## src/rtl/logic16_arbiter.sv

```systemverilog
`default_nettype none
// ============================================================================
// Module   : logic16_arbiter
// Purpose  : Shares one WIDTH-bit bitwise logic unit (NOT/AND/OR/XOR) between
//            NREQ requesters. Requests use valid/ready channels and are served
//            one at a time. The result comes back on a single response
//            channel, tagged with the index of the requester that issued it.
// Options  : LOGIC16_FIXED_PRIORITY_EN - when defined, the lowest requesting
//            index always wins and the round-robin pointer is removed.
//            When undefined (default), arbitration is round-robin.
// Revision : 1.0 - initial release
// ============================================================================
module logic16_arbiter #(
    parameter int NREQ  = 4,
    parameter int IDW   = 2,
    parameter int WIDTH = 16
) (
    input  logic                  clk,
    input  logic                  reset,
    input  logic [NREQ-1:0]       req_valid,
    output logic [NREQ-1:0]       req_ready,
    input  logic [2*NREQ-1:0]     req_op,
    input  logic [WIDTH*NREQ-1:0] req_a,
    input  logic [WIDTH*NREQ-1:0] req_b,
    output logic                  rsp_valid,
    input  logic                  rsp_ready,
    output logic [IDW-1:0]        rsp_id,
    output logic [WIDTH-1:0]      rsp_data,
    output logic                  busy
);

    // Opcode encoding of the shared logic unit
    localparam logic [1:0] OP_NOT = 2'b00;
    localparam logic [1:0] OP_AND = 2'b01;
    localparam logic [1:0] OP_OR  = 2'b10;
    localparam logic [1:0] OP_XOR = 2'b11;

    typedef enum logic [1:0] {
        S_IDLE = 2'd0,
        S_EXEC = 2'd1,
        S_RESP = 2'd2
    } state_t;

    state_t             state_q;
    logic [1:0]         op_q;
    logic [WIDTH-1:0]   a_q;
    logic [WIDTH-1:0]   b_q;
    logic [IDW-1:0]     id_q;
    logic               rsp_valid_q;
    logic [IDW-1:0]     rsp_id_q;
    logic [WIDTH-1:0]   rsp_data_q;
    logic [WIDTH-1:0]   result_d;

`ifndef LOGIC16_FIXED_PRIORITY_EN
    logic [IDW-1:0]     ptr_q;
    logic [IDW-1:0]     ptr_d;
`endif

    // Per-requester views of the packed request buses
    logic [1:0]         op_arr [NREQ];
    logic [WIDTH-1:0]   a_arr  [NREQ];
    logic [WIDTH-1:0]   b_arr  [NREQ];

    for (genvar i = 0; i < NREQ; i++) begin : g_unpack
        assign op_arr[i] = req_op[2*i +: 2];
        assign a_arr[i]  = req_a[WIDTH*i +: WIDTH];
        assign b_arr[i]  = req_b[WIDTH*i +: WIDTH];
    end

    // Grant search: first requesting index in scan order
    logic               grant_found;
    logic [IDW-1:0]     grant_idx;
    logic [IDW-1:0]     scan_idx;
    int                 scan;

    // Scan requesters starting at the pointer (or at 0 for fixed priority)
    always_comb begin
        grant_found = 1'b0;
        grant_idx   = '0;
        scan        = 0;
        scan_idx    = '0;
        for (int k = 0; k < NREQ; k++) begin
`ifdef LOGIC16_FIXED_PRIORITY_EN
            scan = k;
`else
            scan = int'(ptr_q) + k;
            if (scan >= NREQ) begin
                scan = scan - NREQ;
            end
`endif
            scan_idx = scan[IDW-1:0];
            if (!grant_found && req_valid[scan_idx]) begin
                grant_found = 1'b1;
                grant_idx   = scan_idx;
            end
        end
    end

    // One-hot accept, only while idle and out of reset
    always_comb begin
        req_ready = '0;
        for (int i = 0; i < NREQ; i++) begin
            if (!reset && (state_q == S_IDLE) && grant_found &&
                (grant_idx == i[IDW-1:0])) begin
                req_ready[i] = 1'b1;
            end
        end
    end

    // Shared bitwise logic unit operating on the latched operands
    always_comb begin
        result_d = '0;
        case (op_q)
            OP_NOT:  result_d = ~a_q;
            OP_AND:  result_d = a_q & b_q;
            OP_OR:   result_d = a_q | b_q;
            OP_XOR:  result_d = a_q ^ b_q;
            default: result_d = '0;
        endcase
    end

`ifndef LOGIC16_FIXED_PRIORITY_EN
    // Next round-robin start point: the requester after the one just served
    always_comb begin
        ptr_d = '0;
        if (id_q != IDW'(NREQ - 1)) begin
            ptr_d = id_q + 1'b1;
        end
    end
`endif

    // Control FSM: accept in IDLE, compute in EXEC, hold result in RESP
    always_ff @(posedge clk) begin
        if (reset) begin
            state_q     <= S_IDLE;
            op_q        <= '0;
            a_q         <= '0;
            b_q         <= '0;
            id_q        <= '0;
            rsp_valid_q <= 1'b0;
            rsp_id_q    <= '0;
            rsp_data_q  <= '0;
`ifndef LOGIC16_FIXED_PRIORITY_EN
            ptr_q       <= '0;
`endif
        end else begin
            case (state_q)
                S_IDLE: begin
                    // grant_found implies req_valid and req_ready at grant_idx
                    if (grant_found) begin
                        op_q    <= op_arr[grant_idx];
                        a_q     <= a_arr[grant_idx];
                        b_q     <= b_arr[grant_idx];
                        id_q    <= grant_idx;
                        state_q <= S_EXEC;
                    end
                end
                S_EXEC: begin
                    rsp_data_q  <= result_d;
                    rsp_id_q    <= id_q;
                    rsp_valid_q <= 1'b1;
                    state_q     <= S_RESP;
                end
                S_RESP: begin
                    if (rsp_ready) begin
                        rsp_valid_q <= 1'b0;
                        state_q     <= S_IDLE;
`ifndef LOGIC16_FIXED_PRIORITY_EN
                        ptr_q       <= ptr_d;
`endif
                    end
                end
                default: begin
                    state_q     <= S_IDLE;
                    rsp_valid_q <= 1'b0;
                end
            endcase
        end
    end

    assign rsp_valid = rsp_valid_q;
    assign rsp_id    = rsp_id_q;
    assign rsp_data  = rsp_data_q;
    assign busy      = (state_q != S_IDLE);

endmodule
`default_nettype wire

```

## config.mk

```make
export PLATFORM = sky130hd
export DESIGN_NAME = logic16_arbiter
export DESIGN_NICKNAME = d
export VERILOG_FILES = /design/src/rtl/logic16_arbiter.sv
export SDC_FILE = /design/constraint.sdc
export NUM_CORES = 1
export LEC_CHECK = 0
export CAP_MARGIN = 20
export CORE_MARGIN = 1.5
export CORE_UTILIZATION = 35
export CTS_CLUSTER_SIZE = 14
export DETAILED_ROUTE_END_ITERATION = 8
export GPL_TIMING_DRIVEN = 0
export PLACE_DENSITY_LB_ADDON = 0.05
export SETUP_SLACK_MARGIN = 0.4
export SLEW_MARGIN = 20
export SYNTH_ARGS = -nofsm -noshare
export SYNTH_HDL_FRONTEND = slang
export SYNTH_SLANG_ARGS = --single-unit
```

## constraint.sdc

```tcl
create_clock -name clk -period 4.1 [get_ports clk]
set_input_delay 1.23 -clock clk [delete_from_list [all_inputs] [get_ports clk]]
set_output_delay 1.23 -clock clk [all_outputs]
set_load 0.05 [all_outputs]
```

==> impl_metrics.tcl, run 1 <==
set metrics [dict create \
    max-clock-path-buffers 2 \
    final_layout_size_suffix_gt1_share_pct 16.8 \
    first_pass_iters 5 \
    clk_latency_ns 0.33 \
    synth_cell_types 43 \
    route.antenna.remaining_nets 0 \
    routed_wl_um 16400 \
    hold_viol 0 \
    syn_area_um2 4420 \
    status "finished clean" \
    hold_class "reg -> reg" \
    path_max_fanout 7 \
    cts_num_sinks 59 \
    n_fill_cell 1127 \
    grt.total_usage_pct 25.0 \
    synth_commonest_cells "dfxtp_1 (59), inv_1 (59), nand3_1 (34)" \
    portBuffers 162 \
    ioPinCount 167 \
    rsz0062_at_grt "no" \
    finalSetupViolations 0 \
    syn_area_per_cell_um2 8.95 \
    cts-root-buf "clkbuf_16" \
    setup_ws_ns 0.474 \
    grt_max_degree 11 \
    dp_cells 824 \
    via_per_inst 5.35 \
    dieArea_um2 13300 \
    crit_chain "clkbuf_4 > nor3_4 > nand2b_1 > nand2_4 > clkbuf_16 > nor2_2 > and2_2 > buf_6" \
    max-cap-violations 0 \
    synth_top_area_share_pct 26.7 \
    async_flop_share_pct 0 \
    antenna_found_initial 0 \
    r2r_setup_slack_ns 1.60 \
    slowest_delay_ns 0.21 \
    holdWs_ns 0.489 \
    layoutNonFillerInstCount 845 \
    dpl_cell_area_um2 6280 \
    dpl.hpwl_um 12200 \
    tightest_slew_ns 0.891 \
    drc 0 \
    worstSetupEndpointType "output pin" \
    synth-edff-count 0 \
    initial_core_util_pct 36.3 \
    final_max_slew_viol_count 0 \
    top_usage_layer "met2" \
    grt_use_met1_pct 32.8 \
    numCtsBuffers 9 \
    synth_seq_cells 59 \
    pre_cts_slack_ns -1.26 \
    cp.required_ns 2.87 \
    grt_pass1_vias 4589 \
    slew_headroom_pct 40.6 \
    cellLeakagePower_nw 2.67 \
    clk_pin_slew_ns 0.05 \
    vias 4523 \
    max_freq_ghz 0.276 \
    rows 40 \
    grt_pass1_wl_um 24900 \
    place.gp.congestion 0.865 \
    tritoncts "yes" \
    period_share_pct 88.4 \
    cts_hold_buf 0 \
    synth_area_leaders "dfxtp_1 (27%), ha_1 (9.3%), mux4_2 (8.2%)" \
    path_delay_family "simple AND/OR/NAND/NOR gates" \
    grt_util_met3_pct 4.69 \
    antennaDiodeCount 0 \
    power_density_nw_per_um2 350 \
    synth_top_flop_cell "dfxtp_1" \
    report.power.total_mw 2.34 \
    htree_num_levels 3 \
    yosysWarningCount 0 \
    nNetsFinal 849 \
    clock_skew_ns 0.00479 \
    max-vdd-ir-drop_mv 0.193 \
    rr_worst_depth 7 \
    tns_ns 0 \
    synth_top_area_cell "dfxtp_1" \
    ys_seq_area_share_pct 26.7 \
    critPathArrivalTime_ns 2.40 \
    drt_iter0_markers 251 \
    wire_per_inst_um 19.4 \
    fp.dieH_um 115 \
    path_class "in -> out" \
    final_area_um2 6690 \
    final_core_util_pct 55.0 \
    syn2layout_area_growth_pct 51.4 \
    crit_path_start_kind "input pin" \
    netlist_instances 494 \
    fin_crit_ns 3.63 \
    synth_fp_nets 670 \
    globalRouteOverflowTotal 0 \
    hold_depth 2 \
    die_width_um 115 \
    path_depth 8 \
    crit_buf_inv 3 \
    cp_slowest_cell "nor3_4" \
    use_met2_pct 41.3 \
    core_area_um2 12200 \
]
## routing by layer
| metal | vias up | routed length (um) |
|---|---|---|
| met2 | 176 | 7840 |
| met3 | 15 | 1170 |
| met4 | 0 | 280 |
| met1 | 2159 | 7090 |
| met5 | - | 0 |
| li1 | 2173 | - |
## worst reg2reg max path: cells and delay by family (launching register included)
family / cells / cell delay [ns]
AND/OR/NAND/NOR: 2 / 0.61
AO/OA/AOI/OAI: 3 / 0.71
flip-flops: 1 / 0.34
buffers and inverters: 2 / 0.76
## worst paths after layout
kind | start | endpoint
worst max-delay path | req_valid[2] | req_ready[0]
worst min-delay path | rsp_data[13] | rsp_data[13]
worst max register to register | ptr_q[1] | a_q[7]
worst min register to register | rsp_data[13] | rsp_data[13]
## layout by cell type (no fill, tap or decap), types with 2 or more instances in the layout
master,count
a211oi_2,3
a21o_1,26
a21oi_1,22
a221oi_1,32
a221oi_2,18
buf_2,14
buf_4,9
buf_6,9
clkbuf_1,19
clkbuf_16,10
clkbuf_2,3
clkbuf_4,2
clkbuf_8,3
clkdlybuf4s50_1,157
clkinv_2,2
dfxtp_1,59
ha_1,33
inv_1,59
mux2i_1,19
mux4_2,16
nand2_1,7
nand2b_1,2
nand3_1,34
nand3_2,8
nor2_1,31
nor2_2,2
nor2b_1,2
nor3_1,2
nor3_4,2
nor4_4,2
o211ai_1,8
o21a_1,9
o21ai_0,23
o21ai_1,12
## flip-flops by register name, indices dropped and copies added, names as in the netlist
register / count
rsp_valid: 1
a_q: 16
id_q: 2
state_q: 2
ptr_q: 2
rsp_id: 2
op_q: 2
rsp_data: 16
b_q: 16
## power breakdown
| part | internal (mW) | total, mW | switching [mW] |
|---|---|---|---|
| registers | 0.651 | 0.694 | 0.0431 |
| clock network | 0.452 | 0.713 | 0.260 |
| logic | 0.441 | 0.937 | 0.496 |
| total | 1.54 | 2.34 | 0.800 |
## logic make-up (layout without fill, tap and decap cells)
logic type / count (synthesis) / count (layout) / synth area share, %
AOI/OAI and AO/OA: 161 / 161 / 28.8
and+or+nand+nor: 102 / 102 / 12.5
adders and majority gates: 33 / 33 / 9.34
DFF: 59 / 59 / 26.7
buffers and inverters: 104 / 287 / 10.2
muxes: 35 / 35 / 12.5
## layout make-up
type	instances	area [um^2]	area share, %
plain buffers	45	270	4.04
repair buffers	168	1660	24.8
clock inverters	2	10.0	0.150
inverters	59	221	3.31
clock buffers	13	270	4.04
multi-input cells	331	2870	42.8
well taps	168	210	3.14
flip-flops and latches	59	1180	17.6
## timing repair
action / CTS / global route
pin swaps: 1 / 1
resized for setup: 45 / 9
setup buffers: 4 / 2
endpoints found under the setup margin: 4 / 4
(Power assumes the default switching activity.)
==> inputs of run 2 (changes only) <==
- PLACE_DENSITY: unset -> 0.74
- PLACE_DENSITY_LB_ADDON: 0.05 -> unset
- clock period: 4.1 -> 3.39 ns (I/O delays scaled with it)
==> run 2 against run 1 <==
Wire length increased by 3.1%. Clock skew increased by 0.0062 ns. Largest cell class unchanged. Non-clock buffer count increased by 9. Global-route usage increased by 0.79 points. Design area increased by 3.2%. First-iteration DRC count increased by 44%. Die area unchanged. Setup slack got worse by 0.14 ns. Power increased by 23%. Cell count increased by 1.2%. Hold slack got worse by 0.0065 ns. Critical path depth unchanged.
==> impl_metrics.tcl, run 2 (synthesis gave the netlist of run 1 again) <==
set metrics [dict create \
    initial_core_util_pct 36.3 \
    antennaDiodeCount 0 \
    final_layout_size_suffix_gt1_share_pct 18.8 \
    p_sw_share_pct 35.3 \
    clk_latency_ns 0.33 \
    wire_per_inst_um 19.8 \
    grt.total_usage_pct 25.8 \
    rsz0062_at_grt "yes" \
    via_per_inst 5.53 \
    internal_power_mw 1.86 \
    syn2layout_area_growth_pct 56.2 \
    grt_pass1_vias 4990 \
    dieArea_um2 13300 \
    dpl.hpwl_um 12600 \
    seqPwrFrac_pct 29.2 \
    clock_skew_ns 0.0110 \
    htree_num_levels 3 \
    status "finished clean" \
    numCtsBuffers 9 \
    vias 4732 \
    tightest_slew_ns 0.867 \
    layout_commonest_cell "clkdlybuf4s50_1" \
    nNetsFinal 858 \
    p_clk_share_pct 29.9 \
    max-cap-violations 0 \
    power_density_nw_per_um2 417 \
    ioPinCount 167 \
    path_class "in -> out" \
    cts_hold_buf 0 \
    die_width_um 115 \
    final_cell_mix "clkdlybuf4s50_1 (157), inv_1 (59), dfxtp_1 (59)" \
    cellLeakagePower_nw 2.76 \
    antenna_found_initial 0 \
    place.gp.congestion 0.878 \
    dp_cells 824 \
    first_pass_iters 5 \
    n_fill_cell 1064 \
    dpl_cell_area_um2 6370 \
    drc 0 \
    pre_cts_slack_ns -1.24 \
    max_freq_ghz 0.327 \
    final_max_slew_viol_count 0 \
    drt_iter0_markers 362 \
    combinationalPowerShare_pct 41.0 \
    grt_pass1_wl_um 26000 \
    period_share_pct 90.1 \
    max-vdd-ir-drop_mv 0.234 \
    slew_headroom_pct 42.2 \
    final_area_um2 6900 \
    max-clock-path-buffers 2 \
    route.antenna.remaining_nets 0 \
    core_area_um2 12200 \
    path_max_fanout 7 \
    hold_viol 0 \
    finalSetupViolations 0 \
    setup_ws_ns 0.335 \
    fin_crit_ns 3.05 \
    cts-root-buf "clkbuf_16" \
    fp.dieH_um 115 \
    worstSetupEndpointType "output pin" \
    critPathArrivalTime_ns 2.04 \
    globalRouteOverflowTotal 0 \
    rows 40 \
    crit_path_start_kind "input pin" \
    report.power.total_mw 2.88 \
    portBuffers 162 \
    hold_class "reg -> reg" \
    power.net_switching_mw 1.02 \
    layoutNonFillerInstCount 855 \
    routed_wl_um 16900 \
    cp.required_ns 2.37 \
    cts_num_sinks 59 \
    clk_pin_slew_ns 0.06 \
    tritoncts "yes" \
    grt_max_degree 12 \
]
-- run 2: cell count changes in the layout (fill, tap and decap cells not counted), moves of 3 or more --
cell	delta
buf_12	+7
clkbuf_1	-3
buf_6	-3
clkinvlp_4	+3
buf_4	+6
-- run 2: final timing paths --
check | start | to | slack, ns | cells past startpoint
min reg2reg | id_q[1] | id_q[1] | 0.48 | 2
min | id_q[1] | id_q[1] | 0.48 | 2
max | req_valid[2] | req_ready[2] | 0.34 | 8
max reg2reg | ptr_q[1] | b_q[14] | 0.96 | 7
-- run 2: stage by stage --
stage | setup TNS, ns | hold slack (ns) | util, %
3_5_place_dp | -5.00 | 0.476 | 52.4
6_report | 0 | 0.482 | 56.8
2_1_floorplan | 0 | 0.453 | -
4_1_cts | 0 | 0.484 | 56.5
3_3_place_gp | -3.84 | 0.471 | 52.4
5_1_grt | 0 | 0.526 | 56.8
-- run 2: critical path, cell delays in order --
cell,delay [ns]
buf_12,0.11
nor3_4,0.23
nand2b_4,0.10
nand2_8,0.09
clkbuf_16,0.14
nor2_4,0.04
and3_4,0.16
buf_8,0.14
-- run 2: cell type report --
cell class | count | area (um^2) | area share [%]
Buffer | 45 | 329 | 4.77
Inverter | 59 | 221 | 3.21
Sequential cell | 59 | 1180 | 17.1
Tap cell | 168 | 210 | 3.04
Timing Repair Buffer | 177 | 1780 | 25.8
Clock buffer | 10 | 239 | 3.46
Multi-Input combinational cell | 331 | 2900 | 42.1
Clock inverter | 6 | 41.3 | 0.598
-- run 2: per-layer routing --
| layer | vias up | track usage [%] | routed length [um] |
|---|---|---|---|
| met2 | 249 | 44.2 | 8110 |
| met3 | 38 | 5.32 | 1370 |
| met4 | 0 | 9.30 | 460 |
| met5 | - | 0 | 0 |
| met1 | 2253 | 32.0 | 6940 |
| li1 | 2192 | - | - |
-- run 2: timing repair --
item,4_1_cts,5_1_grt
endpoints found under the hold margin,0,0
pin swaps,5,3
buffers inserted,13,2
endpoints found under the setup margin,25,5
gates resized for setup,53,3
-- run 2: power by group through the flow --
stage,clock network (mW),registers (mW),logic [mW]
6_report,0.860,0.841,1.18
5_1_grt,0.895,0.850,1.27
4_1_cts,0.856,0.839,1.17
3_5_place_dp,0,0.853,1.11
3_3_place_gp,0,0.848,1.08
2_1_floorplan,0,0.938,0.601
